===== src/rtl/lsu_pkg.sv =====
// ----------------------------------------------------------------------------
// lsu_pkg
//
// Shared types and helpers for the data-memory load/store unit.
//   size_e  : access size encoding as it arrives on req_size
//   state_e : LSU control FSM states
//   misaligned()  : alignment rule for a given size and byte offset
//   needs_ram_q() : true for accesses that must wait for the RAM read data
// ----------------------------------------------------------------------------
package lsu_pkg;

    typedef enum logic [1:0] {
        SZ_B   = 2'b00,
        SZ_H   = 2'b01,
        SZ_W   = 2'b10,
        SZ_ILL = 2'b11
    } size_e;

    typedef enum logic {
        IDLE    = 1'b0,
        RD_WAIT = 1'b1
    } state_e;

    // Halves must sit on an even byte, words on a multiple of four.
    function automatic logic misaligned(input size_e sz, input logic [1:0] off);
        logic bad;
        bad = 1'b0;
        case (sz)
            SZ_H:    bad = off[0];
            SZ_W:    bad = (off != 2'b00);
            default: bad = 1'b0;
        endcase
        return bad;
    endfunction

    // Everything except an aligned word store needs the old/loaded word from
    // the RAM, which only appears on ram_q one cycle after the address edge.
    function automatic logic needs_ram_q(input logic we, input size_e sz);
        return !(we && (sz == SZ_W));
    endfunction

endpackage


===== src/rtl/byte_lane_align.sv =====
// ----------------------------------------------------------------------------
// byte_lane_align
//
// Purely combinational lane steering between a 32-bit RAM word and the
// right-justified data seen by the core.
//
// Ports
//   word_i     in  32  word read from the RAM
//   offset_i   in  2   byte offset of the access within the word
//   size_i     in  2   access size (size_e)
//   unsigned_i in  1   zero-extend loads when 1, sign-extend when 0
//   wdata_i    in  16  low half of the store data (only [7:0] used for bytes)
//   load_o     out 32  extracted and extended load value
//   merge_o    out 32  word_i with the addressed lane replaced by wdata_i
// ----------------------------------------------------------------------------
module byte_lane_align
    import lsu_pkg::*;
(
    input  logic [31:0] word_i,
    input  logic [1:0]  offset_i,
    input  size_e       size_i,
    input  logic        unsigned_i,
    input  logic [15:0] wdata_i,
    output logic [31:0] load_o,
    output logic [31:0] merge_o
);

    logic [7:0]  byte_lane;
    logic [15:0] half_lane;
    logic [4:0]  bit_base;

    // Byte lane N starts at bit 8*N; half lanes are selected by offset[1] only.
    assign bit_base  = {offset_i, 3'b000};
    assign byte_lane = word_i[bit_base +: 8];
    assign half_lane = offset_i[1] ? word_i[31:16] : word_i[15:0];

    always_comb begin
        load_o  = word_i;
        merge_o = word_i;
        case (size_i)
            SZ_B: begin
                load_o                  = {{24{~unsigned_i & byte_lane[7]}}, byte_lane};
                merge_o[bit_base +: 8]  = wdata_i[7:0];
            end
            SZ_H: begin
                load_o = {{16{~unsigned_i & half_lane[15]}}, half_lane};
                if (offset_i[1]) begin
                    merge_o[31:16] = wdata_i;
                end else begin
                    merge_o[15:0]  = wdata_i;
                end
            end
            default: begin
                load_o  = word_i;
                merge_o = word_i;
            end
        endcase
    end

endmodule


===== src/rtl/data_mem_lsu.sv =====
// ----------------------------------------------------------------------------
// data_mem_lsu
//
// Load/store unit in front of a single-port, synchronous-read data RAM with no
// byte enables. Word stores are written in the accept cycle. Loads and
// sub-word stores read the addressed word first and finish one cycle later in
// RD_WAIT; sub-word stores write back the merged word there
// (read-modify-write). Misaligned, illegal-size and out-of-range requests get
// an error response and never touch the RAM.
//
// Ports
//   clock, reset     single clock; synchronous active-high reset
//   req_valid/ready  request handshake; ready only in IDLE and not in reset
//   req_we           1 = store, 0 = load
//   req_size         00 byte, 01 half, 10 word, 11 illegal
//   req_unsigned     load zero-extends when 1
//   req_addr         byte address
//   req_wdata        right-justified store data
//   rsp_valid        one-cycle completion pulse
//   rsp_rdata        extended load data, 0 for stores and errors
//   rsp_error        error flag qualified by rsp_valid
//   ram_address/data/wren  RAM port drive
//   ram_q            RAM read data, valid the cycle after the address edge
// ----------------------------------------------------------------------------
module data_mem_lsu
    import lsu_pkg::*;
#(
    parameter int DEPTH = 8,
    parameter int WIDTH = 32
) (
    input  logic             clock,
    input  logic             reset,
    input  logic             req_valid,
    output logic             req_ready,
    input  logic             req_we,
    input  logic [1:0]       req_size,
    input  logic             req_unsigned,
    input  logic [31:0]      req_addr,
    input  logic [WIDTH-1:0] req_wdata,
    output logic             rsp_valid,
    output logic [WIDTH-1:0] rsp_rdata,
    output logic             rsp_error,
    output logic [DEPTH-1:0] ram_address,
    output logic [WIDTH-1:0] ram_data,
    output logic             ram_wren,
    input  logic [WIDTH-1:0] ram_q
);

    // ------------------------------------------------------------------
    // Control state
    // ------------------------------------------------------------------
    state_e             state_q, state_d;
    logic               rsp_valid_q, rsp_valid_d;
    logic               rsp_error_q, rsp_error_d;
    logic [WIDTH-1:0]   rsp_rdata_q, rsp_rdata_d;

    // Request fields held across RD_WAIT
    logic               we_q;
    size_e              size_q;
    logic               uns_q;
    logic [1:0]         off_q;
    logic [DEPTH-1:0]   waddr_q;
    logic [15:0]        wdata_q;

    // ------------------------------------------------------------------
    // Request decode
    // ------------------------------------------------------------------
    size_e              req_sz;
    logic               out_of_range;
    logic               req_err;
    logic               accept;
    logic               capture;

    logic [31:0]        load_ext;
    logic [31:0]        store_merge;

    assign req_sz       = size_e'(req_size);
    assign out_of_range = (req_addr[31:DEPTH+2] != '0);
    assign req_err      = (req_sz == SZ_ILL) ||
                          misaligned(req_sz, req_addr[1:0]) ||
                          out_of_range;

    assign req_ready = (state_q == IDLE) && !reset;
    assign accept    = req_valid && req_ready;

    byte_lane_align u_align (
        .word_i     (ram_q),
        .offset_i   (off_q),
        .size_i     (size_q),
        .unsigned_i (uns_q),
        .wdata_i    (wdata_q),
        .load_o     (load_ext),
        .merge_o    (store_merge)
    );

    // ------------------------------------------------------------------
    // Next state, RAM drive and response
    // ------------------------------------------------------------------
    always_comb begin
        state_d     = state_q;
        rsp_valid_d = 1'b0;
        rsp_error_d = 1'b0;
        rsp_rdata_d = '0;
        capture     = 1'b0;
        // Idle default: follow the live address so the read is harmless.
        ram_address = req_addr[DEPTH+1:2];
        ram_data    = req_wdata;
        ram_wren    = 1'b0;

        case (state_q)
            IDLE: begin
                if (accept) begin
                    if (req_err) begin
                        rsp_valid_d = 1'b1;
                        rsp_error_d = 1'b1;
                    end else if (!needs_ram_q(req_we, req_sz)) begin
                        ram_wren    = 1'b1;
                        rsp_valid_d = 1'b1;
                    end else begin
                        capture = 1'b1;
                        state_d = RD_WAIT;
                    end
                end
            end
            RD_WAIT: begin
                // ram_q now holds the word addressed at accept.
                ram_address = waddr_q;
                ram_data    = store_merge;
                ram_wren    = we_q;
                rsp_valid_d = 1'b1;
                rsp_rdata_d = we_q ? '0 : load_ext;
                state_d     = IDLE;
            end
            default: begin
                state_d = IDLE;
            end
        endcase

        // A pending read-modify-write must never reach the RAM during reset.
        if (reset) begin
            ram_wren = 1'b0;
        end
    end

    always_ff @(posedge clock) begin
        if (reset) begin
            state_q     <= IDLE;
            rsp_valid_q <= 1'b0;
            rsp_error_q <= 1'b0;
            rsp_rdata_q <= '0;
        end else begin
            state_q     <= state_d;
            rsp_valid_q <= rsp_valid_d;
            rsp_error_q <= rsp_error_d;
            rsp_rdata_q <= rsp_rdata_d;
        end
    end

    // Request fields are only meaningful in RD_WAIT, so they carry no reset.
    always_ff @(posedge clock) begin
        if (capture) begin
            we_q    <= req_we;
            size_q  <= req_sz;
            uns_q   <= req_unsigned;
            off_q   <= req_addr[1:0];
            waddr_q <= req_addr[DEPTH+1:2];
            wdata_q <= req_wdata[15:0];
        end
    end

    assign rsp_valid = rsp_valid_q;
    assign rsp_error = rsp_error_q;
    assign rsp_rdata = rsp_rdata_q;

endmodule


===== config.mk =====
export PLATFORM = sky130hd
export DESIGN_NAME = data_mem_lsu
export DESIGN_NICKNAME = d
export VERILOG_FILES = /design/src/rtl/lsu_pkg.sv /design/src/rtl/byte_lane_align.sv /design/src/rtl/data_mem_lsu.sv
export SDC_FILE = /design/constraint.sdc
export NUM_CORES = 1
export LEC_CHECK = 0
export CAP_MARGIN = 40
export CORE_MARGIN = 2
export CORE_UTILIZATION = 44
export DETAILED_ROUTE_END_ITERATION = 7
export PLACE_DENSITY = 0.85
export SYNTH_ARGS = -nofsm -noshare
export SYNTH_HDL_FRONTEND = slang
export SYNTH_HIERARCHICAL = 1
export SYNTH_SLANG_ARGS = --single-unit

===== constraint.sdc =====
create_clock -name clock -period 3.8 [get_ports clock]
set_input_delay 1.14 -clock clock [delete_from_list [all_inputs] [get_ports clock]]
set_output_delay 1.14 -clock clock [all_outputs]
set_load 0.02 [all_outputs]

## Yosys cells after proc, flatten, opt, wreduce, memory -nomap -nowiden

Index checks and enable logic that the tools add are counted.

- Bits of input ports: 103
- Logic and storage cells: 57
- Register bits: 65
- Output and inout port bits: 76

- Shift operators: 3
- Bitwise operators: 5
- Multiplexer cells: 23
- Reductions and logical operators: 11
- $add $sub $neg: 1
- Eq/ne operators: 4

Operator list:

| operator | count |
|---|---|
| $pmux 32 s2 | 2 |
| $mux 16 | 3 |
| $bwmux 32 | 1 |
| $mux 32 | 1 |
| $shift 8x7->32 const A | 1 |
| $shiftx 32x6->8 | 1 |
| $shiftx 8x7->32 | 1 |
| $reduce_bool 22->1 | 1 |
| $mux 1 | 11 |
| $mux 8 | 1 |
| $pmux 1 s2 | 4 |
| $neg 5->7 | 1 |
| $reduce_or 3->1 | 2 |
| $eq 2x1->1 const B | 2 |
| $eq 2x2->1 const B | 2 |
| $logic_and 1x1->1 | 3 |
| $not 1->1 | 3 |
| $and 1x1->1 | 2 |
| $logic_not 2->1 | 1 |
| $logic_or 1x1->1 | 2 |
| $reduce_bool 2->1 | 1 |
| $logic_not 1->1 | 1 |

## Logic depth before layout (Yosys ltp)

- Depth in word-level cells: 8
- Mapped depth: 10
- Gate-level depth less buffers: 7

## Hierarchy

The synthesis kept the hierarchy.

Modules (own cells, without submodules):

| module | area an instance (um2) | times used | cells an instance | seq. area each (um2) |
|---|---|---|---|---|
| data_mem_lsu | 2528.7 | 1 | 174 | 1601.5 |
| byte_lane_align | 1820.5 | 1 | 308 | 0.0 |

## Worst setup path after synthesis

No wires, ideal clock.

- Path kind: register -> output
- From: reg off_q[1]
- To: out ram_data[27]
- Slack: 78 ps
- Data arrival time: 2582 ps
- Cell stages (with the launch flop): 11
- Path buffers: 3
- Required time: 2660 ps
- Path through: edfxtp_1 > buf_2 > clkinv_1 > clkbuf_1 > ha_1 > nor4bb_1 > clkbuf_1 > nor4bb_1 > a21oi_1 > o21ai_0 > mux2_2

- Cells in the longest elaborated chain, start to end: 5
- Elaborated cells on any way between the ends: 7
- Those cells by class: 1 x add/sub; 2 x shift; 4 x mux

RTL lines:

| item | RTL line | source |
|---|---|---|
| start: declaration | data_mem_lsu.sv:61 | `logic [1:0] off_q;` |
| start signal: assignment | data_mem_lsu.sv:165 | `off_q <= req_addr[1:0];` |
| $neg 5->7 | byte_lane_align.sv:43 | `merge_o[bit_base +: 8] = wdata_i[7:0];` |
| $shiftx 8x7->32 or $shift 8x7->32 (tied branches) | byte_lane_align.sv:43 |  |
| $bwmux 32 | byte_lane_align.sv:43 |  |
| $pmux 32 s2 (*) | byte_lane_align.sv:40 | `case (size_i)` |
| via store_merge[27] | data_mem_lsu.sv:75 | `logic [31:0] store_merge;` |
| $mux 32 (*) | data_mem_lsu.sv:110 | `case (state_q)` |
| end: declaration | data_mem_lsu.sv:44 | `output logic [WIDTH-1:0] ram_data,` |

Mark *: on every way through the listed nets, which the timed path passes. The rest lies on a longest branch.

## Worst setup path after layout

- From: in ram_q[4]
- To: out ram_data[4]

- Cells in the longest elaborated chain, start to end: 3
- Elaborated cells on any way between the ends: 4
- Those cells by class: 4 x mux

RTL lines:

| item | RTL line | source |
|---|---|---|
| start: declaration | data_mem_lsu.sv:46 | `input logic [WIDTH-1:0] ram_q` |
| $mux 16 or $bwmux 32 (tied branches) | byte_lane_align.sv:47, byte_lane_align.sv:43 |  |
| $pmux 32 s2 (*) | byte_lane_align.sv:40 |  |
| via store_merge[4] | data_mem_lsu.sv:75 |  |
| $mux 32 (*) | data_mem_lsu.sv:110 |  |

Marks and branches as above.

==> results <==
## worst reg2reg max path, delay by kind of cell, from the launching register on
family,cells,cell delay (ns)
compound gates,2,0.35
buf+inv,2,0.40
flops,1,0.42
simple gates,3,0.90
## Yosys cell counts (2+ instances only)
library cell	count	share of area (%)
buf_6	2	0.52
a22o_1	3	0.60
buf_1	2	0.17
edfxtp_1	30	21
buf_2	13	1.5
mux2_2	43	11
and2_1	33	4.7
nor4bb_1	2	0.46
a221o_1	8	1.8
nand2b_1	19	2.7
a21oi_1	13	1.5
nor2_1	8	0.69
o211ai_1	2	0.35
nor2b_1	11	1.6
clkbuf_1	17	1.5
a2bb2oi_1	3	0.60
nor4_2	5	1.4
a22oi_1	35	6.0
nor3_1	4	0.46
nand2_1	73	6.3
a222oi_1	8	1.8
nor3b_1	3	0.52
o21bai_1	2	0.35
ha_1	8	2.3
nor3_4	2	0.75
o221ai_1	6	1.2
o2bb2ai_1	2	0.40
and3_1	2	0.29
mux2i_1	2	0.46
dfxtp_1	35	16
inv_1	19	1.6
o21ai_0	47	5.4
## routing by layer
metal	share of wire, %	track usage (%)	vias to the layer above
li1	-	-	2212
met4	2.4	10.4	0
met2	46	42.6	292
met3	9.1	4.91	33
met5	0	0	-
met1	43	38.3	2158
## placed cells by master, fill, tap and decap left out, types with 11 or more instances in the layout
cell	instances
a21oi_1	13
a22oi_1	35
and2_1	33
buf_4	61
clkbuf_8	12
clkdlybuf4s50_1	130
dfxtp_1	34
dlygate4sd2_1	24
edfxtp_1	30
inv_1	19
mux2_2	43
nand2_1	73
nand2b_1	19
nor2b_1	11
o21ai_0	39
## area by class of cell
cell class	count	area (um^2)	share of cell area (%)
sequential	65	1600	23.5
tap	133	166	2.44
inverter	20	75.1	1.10
multi-input combinational	362	2580	37.8
clock buffer	15	176	2.58
timing repair buffer	244	2230	32.7
## kinds of logic after synthesis
kind of cell | count (synthesis) | synth area share [%]
muxes | 45 | 11.6
AOI/OAI and AO/OA | 138 | 22.1
adders and majority gates | 8 | 2.30
buffers and inverters | 55 | 5.49
DFF | 65 | 36.8
and+or+nand+nor | 171 | 21.7
## flip-flops by register name, indices dropped and copies added, names as in the netlist
name	flops
state_q	1
uns_q	1
rsp_rdata	32
waddr_q	8
rsp_error	1
rsp_valid	1
wdata_q	16
we_q	1
size_q	2
off_q	2
## timing repair
item	CTS	global route
setup endpoints to repair	33	26
gates resized for setup	79	34
pin swaps	12	8
buffers inserted	0	1
## power by group
group          total, mW  internal [mW]  switching (mW)
clock network      0.534          0.288           0.246
logic              0.310          0.182           0.128
registers          0.732          0.732        0.000442
## per-stage QoR
step / instances / utilization [%]
global route: 839 / 70.6
detailed placement: 823 / 68.6
finish: 839 / 70.6
CTS: 838 / 70.3
floorplan: 482 / -
global placement: 823 / 68.6
## worst min-delay path by stage
stage	to	slack, ns
after floorplan	rsp_rdata[1]$_SDFF_PP0_	0.58
after global placement	rsp_rdata[17]$_SDFF_PP0_	0.81
after detailed placement	rsp_rdata[24]$_SDFF_PP0_	0.83
after CTS	rsp_rdata[25]$_SDFF_PP0_	0.85
after global routing	rsp_rdata[16]$_SDFF_PP0_	0.91
final	rsp_rdata[16]$_SDFF_PP0_	0.85
==> flow_summary.toml <==
[min_path]
hp-start = "we_q$_DFFE_PP_"
hold_class = "flip-flop to flip-flop"
holdPathStages = 3

[detailed_routing]
drc_errors = 0
drtPass1Iterations = 6
ant_nets = 0
wirelength_um = 14800
wire_per_inst_um = 17.7
drt_iter0_markers = 523
viasPerCell = 5.60
vias = 4695

[worst_setup_path]
cp_slowest_cell = "clkdlybuf4s50_1"
cp.depth = 6
reg2reg_to = "rsp_rdata[6]$_SDFF_PP0_"
setup.worst_path.end = "ram_data[4]"
ff2ff_setup_slack_ns = 1.62
cp_data_required_time_ns = 2.66
end_kind = "output port"
cp_data_arrival_time_ns = 2.66
worstSetupStartpoint = "ram_q[4]"
path_cells = "clkdlybuf4s50_1 -> buf_4 -> a22oi_1 -> o21ai_1 -> mux2_2 -> clkdlybuf4s15_1"
worstSetupStartpointType = "primary input"
r2r-start = "size_q[0]$_DFFE_PP_"
worst-path-buf-inv = 3
critPathMaxFanout = 3
cp_top_family = "buffers and inverters"
r2r_cells = 7
worst-setup-path-type = "primary input to output port"
max_stage_delay_ns = 0.45

[finish]
syn2layout_area_growth_pct = 57.1
n_antenna_cell = 0
fillerInstances = 748
fin_area_um2 = 6830
fin_nets = 813
drive_gt1_share_pct = 22.4

[placed_design]
hpwl_um = 11300
io_buffers = 178
gp_congestion = 0.988
pre_cts_ws_ns = -0.592
place_area_um2 = 6650

[sta]
skew_ns = 0.0119
slew_violations = 0
fmax_ghz = 0.263
hold_viol_final = 0
worst_pin_slew_ns = 0.608
slew_headroom_pct = 59.4
final.setup.tns_ns = -0.000737
holdWs_ns = 0.850
min_period_over_period_pct = 100
finalWorstSetupSlack_ns = -0.000737
setup_violations = 1
finalCriticalPeriod_ns = 3.80

[synth]
ys_seq_elements = 65
synth-edff-count = 30
syn-num-nets = 593
synth_area_um2 = 4350
ys_warn_count = 6
syn_inst = 482
synth_cell_types = 52
async_flop_share_pct = 0
syn_avg_cell_area_um2 = 9.02
synth_flop_cell = "dfxtp_1"
seq_area_frac_synth_pct = 36.8

[flow_run]
max_cap_viol_count = 0

[cts]
clk_root_buffer_cell = "clkbuf_8"
clk_latency_ns = 0.34
cts_tree = "built"
cts.sinks = 65
ctsHoldBuffers = 0
htreeDepth = 3
cts.reportedPaths.clkPinSlew_ns = 0.07
cts_buffers = 9
clockBufferDepth = 2

[power]
total_power_mw = 1.58
ir_worst_vdd_mv = 0.147
p_per_area_nw_per_um2 = 231
p_leak_nw = 2.80

[floorplanning]
num_rows = 36
die-width_um = 103
die_area_um2 = 10700
start_util_pct = 44.9
core_um2 = 9680
ios = 179
die_y_um = 103

[global_routing]
grt_max_degree = 44
grt_pass1_vias = 4383
grt_pass1_wl_um = 22400
grtUsageTotal_pct = 27.5
antenna_found_initial = 0
grt_overflow_total = 0

[outcome]
violations = "setup timing"
status = "finished, violations left"
Power figures use the tool's default switching activity.
